[config.mk]
export PLATFORM = sky130hd
export DESIGN_NAME = class_score_accumulator
export DESIGN_NICKNAME = d
export VERILOG_FILES = /design/src/rtl/class_score_accumulator.sv
export SDC_FILE = /design/constraint.sdc
export NUM_CORES = 1
export LEC_CHECK = 0
export ABC_AREA = 1
export BUFFER_PORTS_ARGS = -buffer_cell sky130_fd_sc_hd__buf_2
export CAP_MARGIN = 5
export CELL_PAD_IN_SITES_DETAIL_PLACEMENT = 0
export CELL_PAD_IN_SITES_GLOBAL_PLACEMENT = 1
export CORE_ASPECT_RATIO = 1.1
export CORE_UTILIZATION = 47
export DETAILED_ROUTE_END_ITERATION = 12
export PLACE_DENSITY_LB_ADDON = 0.05
export SLEW_MARGIN = 10
export SYNTH_ARGS = -nofsm -noshare
export SYNTH_HDL_FRONTEND = slang
export SYNTH_SLANG_ARGS = --single-unit
[constraint.sdc]
create_clock -name Clock -period 7.7 [get_ports Clock]
set_input_delay 0.385 -clock Clock [delete_from_list [all_inputs] [get_ports Clock]]
set_output_delay 0.385 -clock Clock [all_outputs]
set_load 0.01 [all_outputs]
[src/rtl/class_score_accumulator.sv]
// ---------------------------------------------------------------------------
// class_score_accumulator
//   Sums a stream of signed partial products into ten saturating class scores.
//   The sample is published on Num when the last beat arrives. Num is held
//   until NumAck. The next sample accumulates while the previous one is held.
//
// Ports
//   Clock          rising-edge clock
//   GlobalReset_n  asynchronous active-low reset
//   InValid/InReady/InClass/InProd/InLast  partial-product beat handshake
//   Num            packed scores, class k at Num[NUM_SIZE*k +: NUM_SIZE]
//   NumValid       Num holds an unacknowledged sample
//   NumAck         consumer has taken Num (only used while NumValid=1)
//   SatFlag        a clamp occurred in the published sample
//   ClassErr       sticky: a beat with InClass > 9 was accepted
// ---------------------------------------------------------------------------
module class_score_accumulator #(
    parameter int NUM_SIZE  = 26,
    parameter int PROD_SIZE = 16
) (
    input  logic                     Clock,
    input  logic                     GlobalReset_n,
    input  logic                     InValid,
    output logic                     InReady,
    input  logic [3:0]               InClass,
    input  logic [PROD_SIZE-1:0]     InProd,
    input  logic                     InLast,
    output logic [NUM_SIZE*10-1:0]   Num,
    output logic                     NumValid,
    input  logic                     NumAck,
    output logic                     SatFlag,
    output logic                     ClassErr
);

    localparam int unsigned NCLASS = 10;

    typedef enum logic {
        ST_ACCUM,
        ST_WAIT
    } state_t;

    state_t                       state_q, state_d;
    logic signed [NUM_SIZE-1:0]   acc_q   [NCLASS];
    logic signed [NUM_SIZE-1:0]   acc_d   [NCLASS];
    logic signed [NUM_SIZE-1:0]   acc_upd [NCLASS];
    logic                         sat_q, sat_d, sat_upd;
    logic [NUM_SIZE*10-1:0]       num_q, num_d;
    logic                         num_valid_q, num_valid_d;
    logic                         sat_flag_q, sat_flag_d;
    logic                         class_err_q, class_err_d;

    logic [NUM_SIZE*10-1:0]       pack_upd, pack_q;
    logic [NUM_SIZE-1:0]          sel_acc;
    logic [NUM_SIZE:0]            prod_ext;
    logic [NUM_SIZE:0]            sum;
    logic                         overflow;
    logic [NUM_SIZE-1:0]          sat_val;
    logic                         accept;
    logic                         class_ok;
    logic                         out_free;

    // Ready is purely a state decode, held low while reset is asserted.
    assign InReady  = GlobalReset_n && (state_q == ST_ACCUM);
    assign accept   = InValid && InReady;
    assign class_ok = (InClass <= 4'd9);
    assign out_free = !num_valid_q || NumAck;

    assign prod_ext = {{(NUM_SIZE + 1 - PROD_SIZE){InProd[PROD_SIZE-1]}}, InProd};

    always_comb begin
        sel_acc = '0;
        for (int unsigned k = 0; k < NCLASS; k++) begin
            if (InClass == 4'(k)) sel_acc = acc_q[k];
        end
    end

    // One guard bit: the top two bits disagree exactly when the true sum is
    // outside the NUM_SIZE range. The guard bit gives the direction.
    assign sum      = {sel_acc[NUM_SIZE-1], sel_acc} + prod_ext;
    assign overflow = sum[NUM_SIZE] ^ sum[NUM_SIZE-1];
    assign sat_val  = !overflow      ? sum[NUM_SIZE-1:0] :
                      sum[NUM_SIZE]  ? {1'b1, {(NUM_SIZE-1){1'b0}}} :
                                       {1'b0, {(NUM_SIZE-1){1'b1}}};

    always_comb begin
        for (int unsigned k = 0; k < NCLASS; k++) begin
            acc_upd[k] = (accept && class_ok && (InClass == 4'(k))) ? sat_val : acc_q[k];
        end
        sat_upd = sat_q | (accept && class_ok && overflow);
    end

    always_comb begin
        pack_upd = '0;
        pack_q   = '0;
        for (int unsigned k = 0; k < NCLASS; k++) begin
            pack_upd[NUM_SIZE*k +: NUM_SIZE] = acc_upd[k];
            pack_q[NUM_SIZE*k +: NUM_SIZE]   = acc_q[k];
        end
    end

    always_comb begin
        state_d     = state_q;
        acc_d       = acc_q;
        sat_d       = sat_q;
        num_d       = num_q;
        num_valid_d = num_valid_q;
        sat_flag_d  = sat_flag_q;
        class_err_d = class_err_q | (accept && !class_ok);

        unique case (state_q)
            ST_ACCUM: begin
                acc_d = acc_upd;
                sat_d = sat_upd;
                if (accept && InLast) begin
                    if (out_free) begin
                        num_d       = pack_upd;
                        num_valid_d = 1'b1;
                        sat_flag_d  = sat_upd;
                        for (int unsigned k = 0; k < NCLASS; k++) acc_d[k] = '0;
                        sat_d       = 1'b0;
                    end else begin
                        state_d = ST_WAIT;
                    end
                end else if (num_valid_q && NumAck) begin
                    num_valid_d = 1'b0;
                end
            end
            ST_WAIT: begin
                // NumValid is always set here, so NumAck alone means transfer.
                if (NumAck) begin
                    num_d       = pack_q;
                    sat_flag_d  = sat_q;
                    num_valid_d = 1'b1;
                    for (int unsigned k = 0; k < NCLASS; k++) acc_d[k] = '0;
                    sat_d       = 1'b0;
                    state_d     = ST_ACCUM;
                end
            end
            default: state_d = ST_ACCUM;
        endcase
    end

    always_ff @(posedge Clock or negedge GlobalReset_n) begin
        if (!GlobalReset_n) begin
            state_q     <= ST_ACCUM;
            for (int unsigned k = 0; k < NCLASS; k++) acc_q[k] <= '0;
            sat_q       <= 1'b0;
            num_q       <= '0;
            num_valid_q <= 1'b0;
            sat_flag_q  <= 1'b0;
            class_err_q <= 1'b0;
        end else begin
            state_q     <= state_d;
            acc_q       <= acc_d;
            sat_q       <= sat_d;
            num_q       <= num_d;
            num_valid_q <= num_valid_d;
            sat_flag_q  <= sat_flag_d;
            class_err_q <= class_err_d;
        end
    end

    assign Num      = num_q;
    assign NumValid = num_valid_q;
    assign SatFlag  = sat_flag_q;
    assign ClassErr = class_err_q;

endmodule

Word-level counts from Yosys, hierarchy flattened
Index checks and enable logic that the tools add are counted.
{ "totals": {"wordCells": 106, "in_bits": 25, "ff_bits": 525, "output_inout_bits": 264} }
{ "op_classes": {"mux": 47, "n_lt_le_gt_ge": 1, "n_reduce_logical": 23, "eq_ne": 14, "addsub": 1, "n_bitwise": 4} }
{ "op_table": {"columns": ["cell", "n"], "rows": [
  ["2-to-1 mux 260 bit", 6],
  ["one-hot mux 260 bit (2 select lines)", 2],
  ["2-to-1 mux 26 bit", 22],
  ["adder 26 x 16 -> 27 bit", 1],
  ["logical AND 1 bit", 17],
  ["equality test 4 x 3 -> 1 bit (second input constant)", 4],
  ["2-to-1 mux 1 bit", 13],
  ["equality test 4 x 2 -> 1 bit (second input constant)", 2],
  ["equality test 4 bit (second input constant)", 2],
  ["one-hot mux 1 bit (2 select lines)", 4],
  ["AND reduction 3 bit", 2],
  ["equality test 4 x 1 -> 1 bit (second input constant)", 1],
  ["<= comparator 4 bit (second input constant)", 1],
  ["zero test 4 bit", 1],
  ["!= test 2 bit (second input constant)", 2],
  ["!= test 3 x 1 -> 1 bit (second input constant)", 1],
  ["!= test 3 bit (second input constant)", 1],
  ["zero test 1 bit", 2],
  ["!= test 2 x 1 -> 1 bit (second input constant)", 1],
  ["bitwise OR 1 bit", 2],
  ["logical OR 1 bit", 1],
  ["NOT 1 bit", 1],
  ["XOR 1 bit", 1]
]} }

Depth between registers and ports, before layout
{ "depth": {"ltp_word": 18, "depth_mapped": 29} }

Worst setup path after synthesis
No wires, ideal clock.
{ "synth_timing": {"path_kind": "input-to-reg", "start": "in InClass[1]", "end": "reg acc_q[137] (netlist name)", "setup_ns": 0.130, "arrival_time_ns": 3.460, "slack_ns": 4.110, "t_required_ns": 7.570, "stages": 26, "path_cell_list": "inv_1 -> nor2_1 -> nand2_1 -> clkbuf_1 -> o221ai_1 -> o21ai_0 -> o21ai_0 -> nor3_1 -> o2111ai_1 -> nand2_1 -> inv_1 -> ha_1 -> fa_1 -> nand3_1 -> nand3_2 -> nand2_1 -> nand3_1 -> nand2_1 -> nand2_1 -> nand2_2 -> buf_6 -> nand2_1 -> nand2_4 -> nand2_1 -> nand3_1 -> o21ai_0"} }
{ "synth_between": {"elab_chain_cells": 18} }
{ "synth_lines": {"columns": ["item", "line", "rtl"], "rows": [
  ["start, declared", "25", "input logic [3:0] InClass,"],
  ["zero test 4 bit", "73", "if (InClass == 4'(k)) sel_acc = acc_q[k];"],
  ["2-to-1 mux 26 bit (10 in series)", "73", null],
  ["adder 26 x 16 -> 27 bit", "79", "assign sum = {sel_acc[NUM_SIZE-1], sel_acc} + prod_ext;"],
  ["2-to-1 mux 26 bit / XOR 1 bit (equally long branches)", "82, 80", null],
  ["2-to-1 mux 26 bit", "81", "assign sat_val = !overflow ? sum[NUM_SIZE-1:0] :"],
  ["2-to-1 mux 26 bit *", "87", "acc_upd[k] = (accept && class_ok && (InClass == 4'(k))) ? sat_val : acc_q[k];"],
  ["2-to-1 mux 260 bit", "115", "if (out_free) begin"],
  ["2-to-1 mux 260 bit *", "114", "if (accept && InLast) begin"],
  ["one-hot mux 260 bit (2 select lines) *", "110", "unique case (state_q)"],
  ["end signal, assigned", "154", "acc_q <= acc_d;"],
  ["end, declared", "43", "logic signed [NUM_SIZE-1:0] acc_q [NCLASS];"]
]} }
Mark *: on every way between the ends. The rest lies on a longest branch, timed or not.
A chain may end at the register's enable or synchronous reset.

Worst setup path in the final report
{ "layout_timing": {"start": "in InClass[2]", "end": "reg acc_q[244] (netlist name)"} }
{ "layout_between": {"elab_chain_cells": 18} }
{ "layout_lines": {"columns": ["item", "line"], "rows": [
  ["zero test 4 bit", "73, 87"],
  ["2-to-1 mux 26 bit (10 in series)", "73"],
  ["adder 26 x 16 -> 27 bit", "79"],
  ["2-to-1 mux 26 bit / XOR 1 bit (equally long branches)", "82, 80"],
  ["2-to-1 mux 26 bit", "81"],
  ["2-to-1 mux 26 bit *", "87"],
  ["2-to-1 mux 260 bit", "115"],
  ["2-to-1 mux 260 bit *", "114"],
  ["one-hot mux 260 bit (2 select lines) *", "110"]
]} }
Marks and branches as above.

==> impl_metrics.yaml <==
cts:
  numClockSinks: 525
  numCtsBuffers: 57
  clk-insertion-delay-late_ns: 0.64
  clk_pin_slew_ns: 0.06
  clock_tree.root_cell: "clkbuf_16"
  cts_htree_levels: 2
  post_cts.resized_instances: 0
  clk_path_buf_depth: 3
  ctsHoldBuffers: 1
  post-cts-setup-buffer-count: 0
  tritoncts: "yes"
floorplanning:
  core_area_um2: 59600
  core.rowCount: 94
  initial_core_util_pct: 47.5
  die_h_um: 259
  io_pins: 289
  fp.dieW_um: 236
  die-area_um2: 61200
placed_design:
  gp_congestion: 0.991
  place.detailed.hpwl_um: 77800
  io_buffers: 288
final_layout:
  layout_common_cells: "nand2_1 (1370), nand3_1 (531), dfrtp_1 (524), inv_1 (343), a21oi_1 (314)"
  drive_gt1_share_pct: 13.3
  area_growth_pct: 16.0
  number_of_nets_in_the_layout: 4157
  final_common_cell: "nand2_1"
  num-fill-cells: 5854
critical_path:
  critPathLaunch: "InClass[2]"
  crit_path_top_delay_cell: "nor3_1"
  path_delay_family: "simple AND/OR/NAND/NOR gates"
  critical-path-max-stage-delay_ns: 0.76
  setup.worst_path.end: "acc_q[244]"
  regToRegSetupSlack_ns: 2.55
  worst-setup-path-type: "primary input to flop"
  critical_path_depth: 28
  crit_buf_inv: 5
  crit_arrival_ns: 5.86
  critPathRequiredTime_ns: 8.17
  crit_path_max_fanout: 28
  reg2reg_from: "acc_q[241]"
  critical_path.most_common_cell: "nand2_1"
  reg2reg_path_depth: 25
  worst_setup_path_start_kind: "primary input"
  setup.worst_path.end_class: "flop"
  r2r-end: "acc_q[244]"
sta:
  finalSetupViolCount: 0
  timing_worst_slew_pin_value_ns: 1.14
  final_max_slew_viols: 0
  timing.setup.tns_ns: 0
  hold_slack_ns: 0.0266
  final.period_utilization_pct: 69.9
  timing.clock.skew_ns: 0.0194
  slew_headroom_pct: 23.9
  maximum_operating_frequency_mhz: 186
  unrepaired_setup_endpoints_after_global_routing: "no"
  final-hold-violation-count: 0
  min_period_ns: 5.38
detailed_routing:
  drtAntennaViolNets: 0
  totalWireLength_um: 113000
  via_per_inst: 5.72
  drt_iter0_markers: 3283
  router_iterations_before_antenna_repair: 6
  num_vias: 28100
  routed_wire_length_per_instance_um: 23.1
  route.detailed.drc: 0
global_route:
  groute.usage.overall_pct: 36.5
  initial_antenna_violation_count: 4
  grt_pass1_vias: 25600
  grt.overflow.total: 0
  grt_first_pass_wirelength_um: 168000
  pin_count_of_the_biggest_net_entering_global_routing: 211
power:
  power.density_cell_area_nw_per_um2: 285
  static_leak_nw: 18.0
  vdd_ir_drop_max_uv: 215
yosys:
  synth_enable_flop_cells: 0
  ys_seq_elements: 525
  synth_top_family_by_area: "simple AND/OR/NAND/NOR gates"
  postSynthAreaPerCell_um2: 7.26
  synth_xor_area_share_pct: 0.495
  synth_cell_type_count: 36
  postSynthCellCount: 3902
  yosysWarningCount: 0
  part_of_the_yosys_area_used_for_sequential_elements_pct: 46.4
  synth-async-reset-ratio_pct: 100
  synth_compound_area_share_pct: 12.3
  synthMuxAreaShare_pct: 0
  adder_and_majority_cell_fraction_of_the_synthesized_area_pct: 1.26
  syn-num-nets: 3955
  synth-main-ff-cell: "dfrtp_1"
  netlist_area_um2: 28300
  simple_gate_share_of_the_synthesized_area_pct: 30.9
job:
  cap_violations: 0
hold_path:
  hold_path_class: "primary input to flop"
run_status:
  outcome: "finished, final reports clean"
-- tightest hold or removal path, stage by stage --
cell and delay (ns):
buf_2 0.09, nand2_1 0.07, o21ai_0 0.07
-- logic make-up (layout without fill, tap and decap cells) --
logic type,Yosys count,after routing
flip-flops,525,525
XOR/XNOR,16,16
adder cells (fa/ha/maj),28,28
buffers and inverters,607,855
AO/OA/AOI/OAI,654,654
AND/OR/NAND/NOR,2072,2072
other,0,1
-- layout make-up --
class                      count  area [um^2]  share of cell area, %
inverter                     364         1390                   4.22
multi-input combinational   2770        12800                   38.8
clock inverter                15          183                  0.556
antenna                        1         2.50                0.00762
tap                          768          961                   2.93
sequential                   525        13100                   40.0
timing repair buffer         386         2640                   8.04
clock buffer                  90         1770                   5.39
-- sequential cells by signal (all words and copies together) (netlist names) --
name	cells
ClassErr	1
Num	260
NumValid	1
SatFlag	1
acc_q	260
sat_q	1
state_q	1
-- per-stage QoR --
step / utilization, % / power, mW / setup WS, ns / instances / area, um^2
floorplan: - / 4.80 / 4.11 / 3902 / 28300
global placement: 51.8 / 6.44 / 1.92 / 4812 / 30900
detailed placement: 51.8 / 6.46 / 1.87 / 4812 / 30900
CTS: 55.1 / 9.35 / 2.53 / 4918 / 32800
global route: 55.1 / 9.71 / 2.05 / 4918 / 32800
finish: 55.1 / 9.36 / 2.32 / 4919 / 32800
-- per-layer routing --
metal | track usage (%) | vias up | share of wire, %
met3 | 4.83 | 247 | 7.9
met1 | 49.9 | 13500 | 41
met4 | 20.0 | 4 | 6.1
met2 | 56.4 | 1336 | 45
li1 | - | 13100 | -
met5 | 0 | - | 0.022
-- worst min-delay path by stage --
stage / cells after the start / slack [ns] / endpoint / startpoint
global placement: 1 / 0.34 / Num[192] / GlobalReset_n
floorplan: 0 / 0.09 / ClassErr / GlobalReset_n
global route: 3 / 0.06 / state_q / InLast
detailed placement: 1 / 0.34 / Num[196] / GlobalReset_n
finish: 3 / 0.03 / state_q / InLast
CTS: 3 / 0.01 / state_q / InLast
-- power by group --
part	internal, mW	switching, mW	total [mW]
Combinational	1.07	1.91	2.98
Clock	1.67	1.20	2.88
Sequential	3.21	0.292	3.50
Total	5.95	3.40	9.36
-- cells in the mapped netlist (2+ instances only) --
| cell | instances | area (um^2) |
|---|---|---|
| o21ai_1 | 32 | 160 |
| buf_8 | 2 | 30.0 |
| a21o_1 | 2 | 15.0 |
| buf_6 | 3 | 33.8 |
| dfrtp_1 | 525 | 13100 |
| nor3_1 | 14 | 70.1 |
| nor2_4 | 11 | 124 |
| nor2_1 | 97 | 364 |
| clkbuf_1 | 123 | 462 |
| xnor2_1 | 11 | 96.3 |
| nand2_2 | 15 | 93.8 |
| xor2_1 | 5 | 43.8 |
| o2111ai_1 | 13 | 114 |
| inv_2 | 19 | 71.3 |
| o21ai_0 | 235 | 1180 |
| nand4_1 | 7 | 43.8 |
| o221ai_1 | 21 | 184 |
| ha_1 | 27 | 338 |
| o21bai_1 | 3 | 22.5 |
| clkinv_1 | 2 | 7.51 |
| buf_2 | 89 | 445 |
| nand2_4 | 16 | 180 |
| nand3_1 | 531 | 2660 |
| o211ai_1 | 17 | 128 |
| nand2_1 | 1372 | 5150 |
| nand3_2 | 6 | 60.1 |
| inv_1 | 343 | 1290 |
| buf_1 | 25 | 93.8 |
| o22ai_1 | 16 | 100 |
| a21oi_1 | 314 | 1570 |
Note: power is estimated with default switching activity, not from simulation.
